File: config.mk
export PLATFORM = sky130hd
export DESIGN_NAME = adsr_poly
export DESIGN_NICKNAME = d
export VERILOG_FILES = /design/src/rtl/adsr_poly.sv
export SDC_FILE = /design/constraint.sdc
export NUM_CORES = 1
export LEC_CHECK = 0
export BUFFER_PORTS_ARGS = -buffer_cell sky130_fd_sc_hd__buf_2
export CAP_MARGIN = 10
export CORE_UTILIZATION = 35
export DETAILED_ROUTE_END_ITERATION = 6
export PLACE_DENSITY = 0.56
export SYNTH_ARGS = -nofsm -noshare
export SYNTH_HDL_FRONTEND = slang
export SYNTH_SLANG_ARGS = --single-unit
File: constraint.sdc
create_clock -name clk -period 12.2 [get_ports clk]
set_input_delay 2.44 -clock clk [delete_from_list [all_inputs] [get_ports clk]]
set_output_delay 2.44 -clock clk [all_outputs]
set_load 0.05 [all_outputs]
File: src/rtl/adsr_poly.sv
// Time-multiplexed multi-voice ADSR envelope generator: one shared datapath
// walks every voice once per sample_tick and presents each updated level in turn.
module adsr_poly #(
    parameter int VOICES     = 4,
    parameter int ACC_BITS   = 16,
    parameter int CTRL_WIDTH = 4,
    parameter int VIDX_BITS  = 2
) (
    input  logic                  clk,
    input  logic                  rst,
    input  logic                  sample_tick,
    input  logic [VOICES-1:0]     gate,
    input  logic [CTRL_WIDTH-1:0] a,
    input  logic [CTRL_WIDTH-1:0] d,
    input  logic [CTRL_WIDTH-1:0] s,
    input  logic [CTRL_WIDTH-1:0] r,
    input  logic                  hard_retrig,
    output logic                  env_valid,
    output logic [VIDX_BITS-1:0]  env_voice,
    output logic [ACC_BITS-1:0]   env_out,
    output logic                  busy,
    output logic                  overrun
);

    localparam logic [2:0] ST_OFF     = 3'd0;
    localparam logic [2:0] ST_ATTACK  = 3'd1;
    localparam logic [2:0] ST_DECAY   = 3'd2;
    localparam logic [2:0] ST_SUSTAIN = 3'd3;
    localparam logic [2:0] ST_RELEASE = 3'd4;

    localparam logic [ACC_BITS:0]  ONE_C    = {{ACC_BITS{1'b0}}, 1'b1};
    localparam logic [ACC_BITS:0]  MAX_C    = {1'b0, {ACC_BITS{1'b1}}};
    localparam logic [VIDX_BITS:0] VOICES_C = (VIDX_BITS + 1)'(VOICES);
    localparam logic [VIDX_BITS:0] CNT_ONE  = {{VIDX_BITS{1'b0}}, 1'b1};

    // Power-of-two step; rates beyond the top exponent bottom out at a step of 1.
    function automatic logic [ACC_BITS:0] pow2_step(input logic [CTRL_WIDTH-1:0] x, input int top);
        logic [ACC_BITS:0] res;
        if (int'(x) <= top) begin
            res = ONE_C << (top - int'(x));
        end else begin
            res = ONE_C;
        end
        return res;
    endfunction

    logic [2:0]           state_r [VOICES];
    logic [ACC_BITS-1:0]  acc_r   [VOICES];
    logic [VOICES-1:0]    prev_gate_r;
    logic                 busy_r;
    logic [VIDX_BITS:0]   cnt_r;
    logic                 env_valid_r;
    logic [VIDX_BITS-1:0] env_voice_r;
    logic [ACC_BITS-1:0]  env_out_r;
    logic                 overrun_r;

    logic                 start_s;
    logic                 upd_s;
    logic [VIDX_BITS-1:0] vidx_s;
    logic [ACC_BITS:0]    attack_step_s;
    logic [ACC_BITS:0]    decay_step_s;
    logic [ACC_BITS:0]    release_step_s;
    logic [ACC_BITS:0]    sus_lvl_s;
    logic [ACC_BITS:0]    cur_acc_s;
    logic [ACC_BITS:0]    sum_s;
    logic [2:0]           cur_state_s;
    logic                 cur_gate_s;
    logic                 cur_prev_s;
    logic [2:0]           nxt_state_s;
    logic [ACC_BITS:0]    nxt_acc_s;

    assign start_s        = sample_tick & ~busy_r;
    assign upd_s          = start_s | (busy_r & (cnt_r < VOICES_C));
    assign attack_step_s  = pow2_step(a, ACC_BITS - 1);
    assign decay_step_s   = pow2_step(d, ACC_BITS - 3);
    assign release_step_s = pow2_step(r, ACC_BITS - 3);
    assign sus_lvl_s      = {1'b0, s, {(ACC_BITS - CTRL_WIDTH){1'b0}}};

    // Voice 0 is served in the tick cycle itself, later voices from the slot counter.
    always_comb begin
        if (busy_r) begin
            vidx_s = cnt_r[VIDX_BITS-1:0];
        end else begin
            vidx_s = {VIDX_BITS{1'b0}};
        end
    end

    assign cur_state_s = state_r[vidx_s];
    assign cur_acc_s   = {1'b0, acc_r[vidx_s]};
    assign cur_gate_s  = gate[vidx_s];
    assign cur_prev_s  = prev_gate_r[vidx_s];
    assign sum_s       = cur_acc_s + attack_step_s;

    // Shared envelope step for the voice in the current slot (one extra bit: no wrap).
    always_comb begin
        nxt_state_s = cur_state_s;
        nxt_acc_s   = cur_acc_s;
        if (cur_gate_s && !cur_prev_s) begin
            nxt_state_s = ST_ATTACK;
            if (hard_retrig) begin
                nxt_acc_s = {(ACC_BITS + 1){1'b0}};
            end else begin
                nxt_acc_s = cur_acc_s;
            end
        end else if (!cur_gate_s && ((cur_state_s == ST_ATTACK) || (cur_state_s == ST_DECAY) ||
                                     (cur_state_s == ST_SUSTAIN))) begin
            nxt_state_s = ST_RELEASE;
        end else begin
            case (cur_state_s)
                ST_ATTACK: begin
                    if (sum_s >= MAX_C) begin
                        nxt_acc_s   = MAX_C;
                        nxt_state_s = ST_DECAY;
                    end else begin
                        nxt_acc_s = sum_s;
                    end
                end
                ST_DECAY: begin
                    if (cur_acc_s <= (sus_lvl_s + decay_step_s)) begin
                        nxt_acc_s   = sus_lvl_s;
                        nxt_state_s = ST_SUSTAIN;
                    end else begin
                        nxt_acc_s = cur_acc_s - decay_step_s;
                    end
                end
                ST_SUSTAIN: nxt_acc_s = sus_lvl_s;
                ST_RELEASE: begin
                    if (cur_acc_s <= release_step_s) begin
                        nxt_acc_s   = {(ACC_BITS + 1){1'b0}};
                        nxt_state_s = ST_OFF;
                    end else begin
                        nxt_acc_s = cur_acc_s - release_step_s;
                    end
                end
                ST_OFF: nxt_acc_s = {(ACC_BITS + 1){1'b0}};
                default: begin
                    nxt_state_s = ST_OFF;
                    nxt_acc_s   = {(ACC_BITS + 1){1'b0}};
                end
            endcase
        end
    end

    // Sweep sequencing and overrun detection.
    always_ff @(posedge clk or posedge rst) begin
        if (rst) begin
            busy_r    <= 1'b0;
            cnt_r     <= {(VIDX_BITS + 1){1'b0}};
            overrun_r <= 1'b0;
        end else begin
            overrun_r <= sample_tick & busy_r;
            if (!busy_r) begin
                if (sample_tick) begin
                    busy_r <= 1'b1;
                    cnt_r  <= CNT_ONE;
                end
            end else if (cnt_r < VOICES_C) begin
                cnt_r <= cnt_r + CNT_ONE;
            end else begin
                busy_r <= 1'b0;
            end
        end
    end

    // Per-voice state write-back for the active slot.
    always_ff @(posedge clk or posedge rst) begin
        if (rst) begin
            for (int v = 0; v < VOICES; v++) begin
                state_r[v] <= ST_OFF;
                acc_r[v]   <= {ACC_BITS{1'b0}};
            end
            prev_gate_r <= {VOICES{1'b0}};
        end else if (upd_s) begin
            state_r[vidx_s]     <= nxt_state_s;
            acc_r[vidx_s]       <= nxt_acc_s[ACC_BITS-1:0];
            prev_gate_r[vidx_s] <= cur_gate_s;
        end
    end

    // Registered presentation of each voice update.
    always_ff @(posedge clk or posedge rst) begin
        if (rst) begin
            env_valid_r <= 1'b0;
            env_voice_r <= {VIDX_BITS{1'b0}};
            env_out_r   <= {ACC_BITS{1'b0}};
        end else begin
            env_valid_r <= upd_s;
            if (upd_s) begin
                env_voice_r <= vidx_s;
                env_out_r   <= nxt_acc_s[ACC_BITS-1:0];
            end
        end
    end

    assign env_valid = env_valid_r;
    assign env_voice = env_voice_r;
    assign env_out   = env_out_r;
    assign busy      = busy_r;
    assign overrun   = overrun_r;

endmodule

==> flow_summary.toml <==
[run_status]
outcome = "finished, final reports clean"

[synth]
netlist.top_cell.by_area = "dfrtp_1"
synth_top_area_share_pct = 30.86
synth_seq_cells = 103
syn_area_sq_mm = 0.008352
yosys_most_used_dff = "dfrtp_1"
synth_edf_count = 0
synth_area_leaders = "dfrtp_1 31%, ha_1 9.3%, nand2_1 6.6%, o21ai_0 4.4%, a21oi_1 4.1%"
avgSynthCellArea_sq_um = 8.402
syn-num-nets = 1084
syn_inst = 994
yosysUniqueCellTypes = 82
synth_async_sr_flop_share_pct = 100.0
synth_warnings = 0
yosysSeqAreaShare_pct = 30.86

[clock_network]
cts.htree.levels = 3
cts_hold_buf = 0
clkLatencyLatePin_ns = 0.36
cts_tree = "built"
clock_sinks = 103
clk_path_buf_depth = 2
path_clk_slew_ns = 0.07
cts_resized = 0
post_cts_buffers = 0
cts_root_buffer = "clkbuf_16"
cts_made_buffers = 9

[global_routing]
grt_first_pass_wirelength_um = 39200
grt_pass1_vias = 7030
use_met1_pct = 29.11
grt_start_max_net_pins = 54
grt_usage_pct = 20.89
grtUsageMet2_pct = 32.84
grt_busiest_layer = "met2"
overflow = 0
use_met3_pct = 4.043
antenna_found_initial = 0

[run]
cap_viol_max_count = 0

[timing]
drv_slew = 0
min_period_ns = 6.688
relSlewSlack_pct = 27.24
max_clock_freq_mhz = 149.5
finalSetupViolations = 0
hold_viol_final = 0
period_share_pct = 54.82
setup_tns_ns = 0
fin_skew_ns = 0.008578
tightest_slew_ns = 1.091
rsz0062_at_grt = "no"

[routing]
ant_nets = 0
drt-pass1-iter-count = 5
wl_um = 24830
avgRoutedWirePerCell_um = 18.45
vias_per_cell = 5.571
first_iter_violations = 574
drc = 0
dr_total_vias = 7499

[worst_setup_path]
worstSetupPathType = "input pin to register"
critical_path_peak_fanout = 9
cp-end-kind = "register"
cp.required_ns = 12.40
worst-endpoint-arrival_ns = 6.89
slowest_stage = "o21ai_1"
crit_path_frequent_cell = "ha_1"
crit_chain = "buf_2 -> ha_1 -> ha_1 -> a32o_1 -> nor3b_1 -> nand2_1 -> inv_1 -> ha_1 -> fa_1 -> xnor2_1 -> ha_1 -> a21o_1 -> a211o_1 -> a221o_1 -> o2111ai_1 -> or2_1 -> o221ai_1 -> o21ai_1 -> o21ai_0"
startpoint_type = "input pin"
critPathMaxStageDelay_ns = 0.43

[finish]
final_util_pct = 39.21
drive_above_1_share_pct = 13.44
fillers = 2477
nets = 1113
area_growth_pct = 9.873
antennaDiodeCount = 0

[min_path]
min_path_type = "register to register"

[floorplanning]
num_io_pins = 45
die_w_um = 156.5
die_area_sq_mm = 0.02448
core_area_sq_mm = 0.02340
die_h_um = 156.5
start_util_pct = 35.69
num_rows = 56

[place]
io_buffers = 44
hpwl_um = 18670
gp_congestion = 0.9351
-- layout by cell type, fill, tap and decap left out, types with 5 or more instances in the layout --
| cell type | synthesis | final |
|---|---|---|
| nand2_1 | 147 | 147 |
| dfrtp_1 | 103 | 103 |
| nor2_1 | 80 | 80 |
| o21ai_0 | 73 | 73 |
| a21oi_1 | 69 | 68 |
| ha_1 | 62 | 62 |
| buf_2 | 8 | 44 |
| inv_1 | 33 | 32 |
| mux2i_1 | 28 | 28 |
| mux2_2 | 26 | 26 |
| nand3_1 | 25 | 25 |
| xnor2_1 | 22 | 22 |
| nor3_1 | 17 | 17 |
| a21o_1 | 17 | 17 |
| nor2b_1 | 16 | 16 |
| o21ai_1 | 16 | 16 |
| a211oi_1 | 15 | 15 |
| o31ai_1 | 15 | 15 |
| xor2_1 | 15 | 15 |
| buf_4 | 2 | 15 |
| and3_1 | 11 | 11 |
| o211ai_1 | 11 | 11 |
| nand2b_1 | 10 | 10 |
| clkbuf_16 | 0 | 9 |
| or2_2 | 8 | 8 |
| o21ai_2 | 8 | 8 |
| nand4_1 | 7 | 7 |
| and2_1 | 6 | 6 |
| or3_1 | 6 | 6 |
| o21a_1 | 6 | 6 |
| nor3b_1 | 6 | 6 |
| o21bai_1 | 5 | 5 |
| o31a_1 | 5 | 5 |
| o41ai_1 | 5 | 5 |
| a222oi_1 | 5 | 5 |
| a22oi_1 | 5 | 5 |
-- through the flow --
| step | setup slack, ns | instances | hold WS (ns) | area [sq um] |
|---|---|---|---|---|
| after floorplan | 5.999 | 994 | 0.4412 | 8352 |
| after global placement | 5.364 | 1331 | 0.4550 | 8896 |
| after detailed placement | 5.257 | 1331 | 0.4629 | 8896 |
| after CTS | 5.607 | 1346 | 0.4788 | 9176 |
| after global routing | 5.267 | 1346 | 0.4949 | 9176 |
| final | 5.512 | 1346 | 0.4717 | 9176 |
-- synth_stat cells (all sizes together), types with 4 or more instances --
cell	number
nand2	149
dfrtp	103
o21ai	97
nor2	80
a21oi	70
ha	62
inv	33
mux2i	28
clkbuf	27
mux2	26
nand3	25
xnor2	22
a21o	17
nor3	17
a211oi	16
nor2b	16
o31ai	16
xor2	15
buf	14
and3	11
o211ai	11
nand2b	10
or2	9
and2	7
nand4	7
nor3b	7
or3	7
a22oi	6
o21a	6
a222oi	5
o21bai	5
o31a	5
o41ai	5
a211o	4
a22o	4
fa	4
o22ai	4
-- metal layers --
metal | vias up | share of wire (%)
met5 | - | 0
met4 | 0 | 2.0
met3 | 33 | 5.5
met2 | 179 | 44
met1 | 3602 | 48
li1 | 3685 | -
-- cells by family (layout without fill, tap and decap cells) --
logic type | count (synthesis) | after routing | share of synthesized area [%]
AO/OA/AOI/OAI | 305 | 305 | 24.69
XOR/XNOR | 37 | 37 | 3.880
adder cells (fa/ha/maj) | 66 | 66 | 10.25
buffers and inverters | 74 | 107 | 3.805
flip-flops | 103 | 103 | 30.86
multiplexers | 54 | 54 | 6.861
AND/OR/NAND/NOR | 355 | 355 | 19.66
-- final timing paths --
check / slack (ns) / start / end / cells past startpoint
worst max-delay path: 5.51 / d[1] / acc_r[8] / 19
worst min-delay path: 0.47 / env_out[1] / env_out[1] / 2
worst max register to register: 7.00 / cnt_r[0] / acc_r[63] / 14
worst min register to register: 0.47 / env_out[1] / env_out[1] / 2
max in group asynchronous: 8.90 / rst / acc_r[6] / 3
min in group asynchronous: 2.18 / rst / prev_gate_r[1] / 2
-- flip-flops by register name, indices dropped and copies added, names as in the netlist --
| register | count |
|---|---|
| acc_r | 64 |
| busy | 1 |
| env_out | 16 |
| prev_gate_r | 4 |
| state_r | 12 |
| cnt_r | 3 |
| env_voice | 2 |
| overrun | 1 |
-- cell type report --
| cell class | count | area (sq um) | share of cell area, % |
|---|---|---|---|
| multi-input cells | 817 | 5460 | 59.50 |
| well taps | 319 | 399.1 | 4.350 |
| clock inverters | 5 | 41.29 | 0.4500 |
| clock buffers | 10 | 239.0 | 2.604 |
| inverters | 33 | 126.4 | 1.377 |
| repair buffers | 59 | 332.8 | 3.627 |
| flip-flops and latches | 103 | 2577 | 28.09 |
-- critical path: cells and delay by family --
kind | cells | cell delay, ns
AOI/OAI and AO/OA | 8 | 2.07
and+or+nand+nor | 3 | 0.94
adders and majority gates | 5 | 1.07
buffers and inverters | 2 | 0.23
xor gates and xnor gates | 1 | 0.14
Power is not shown: default switching activity piles up to over one toggle a cycle in this logic, so the estimate is an artifact.
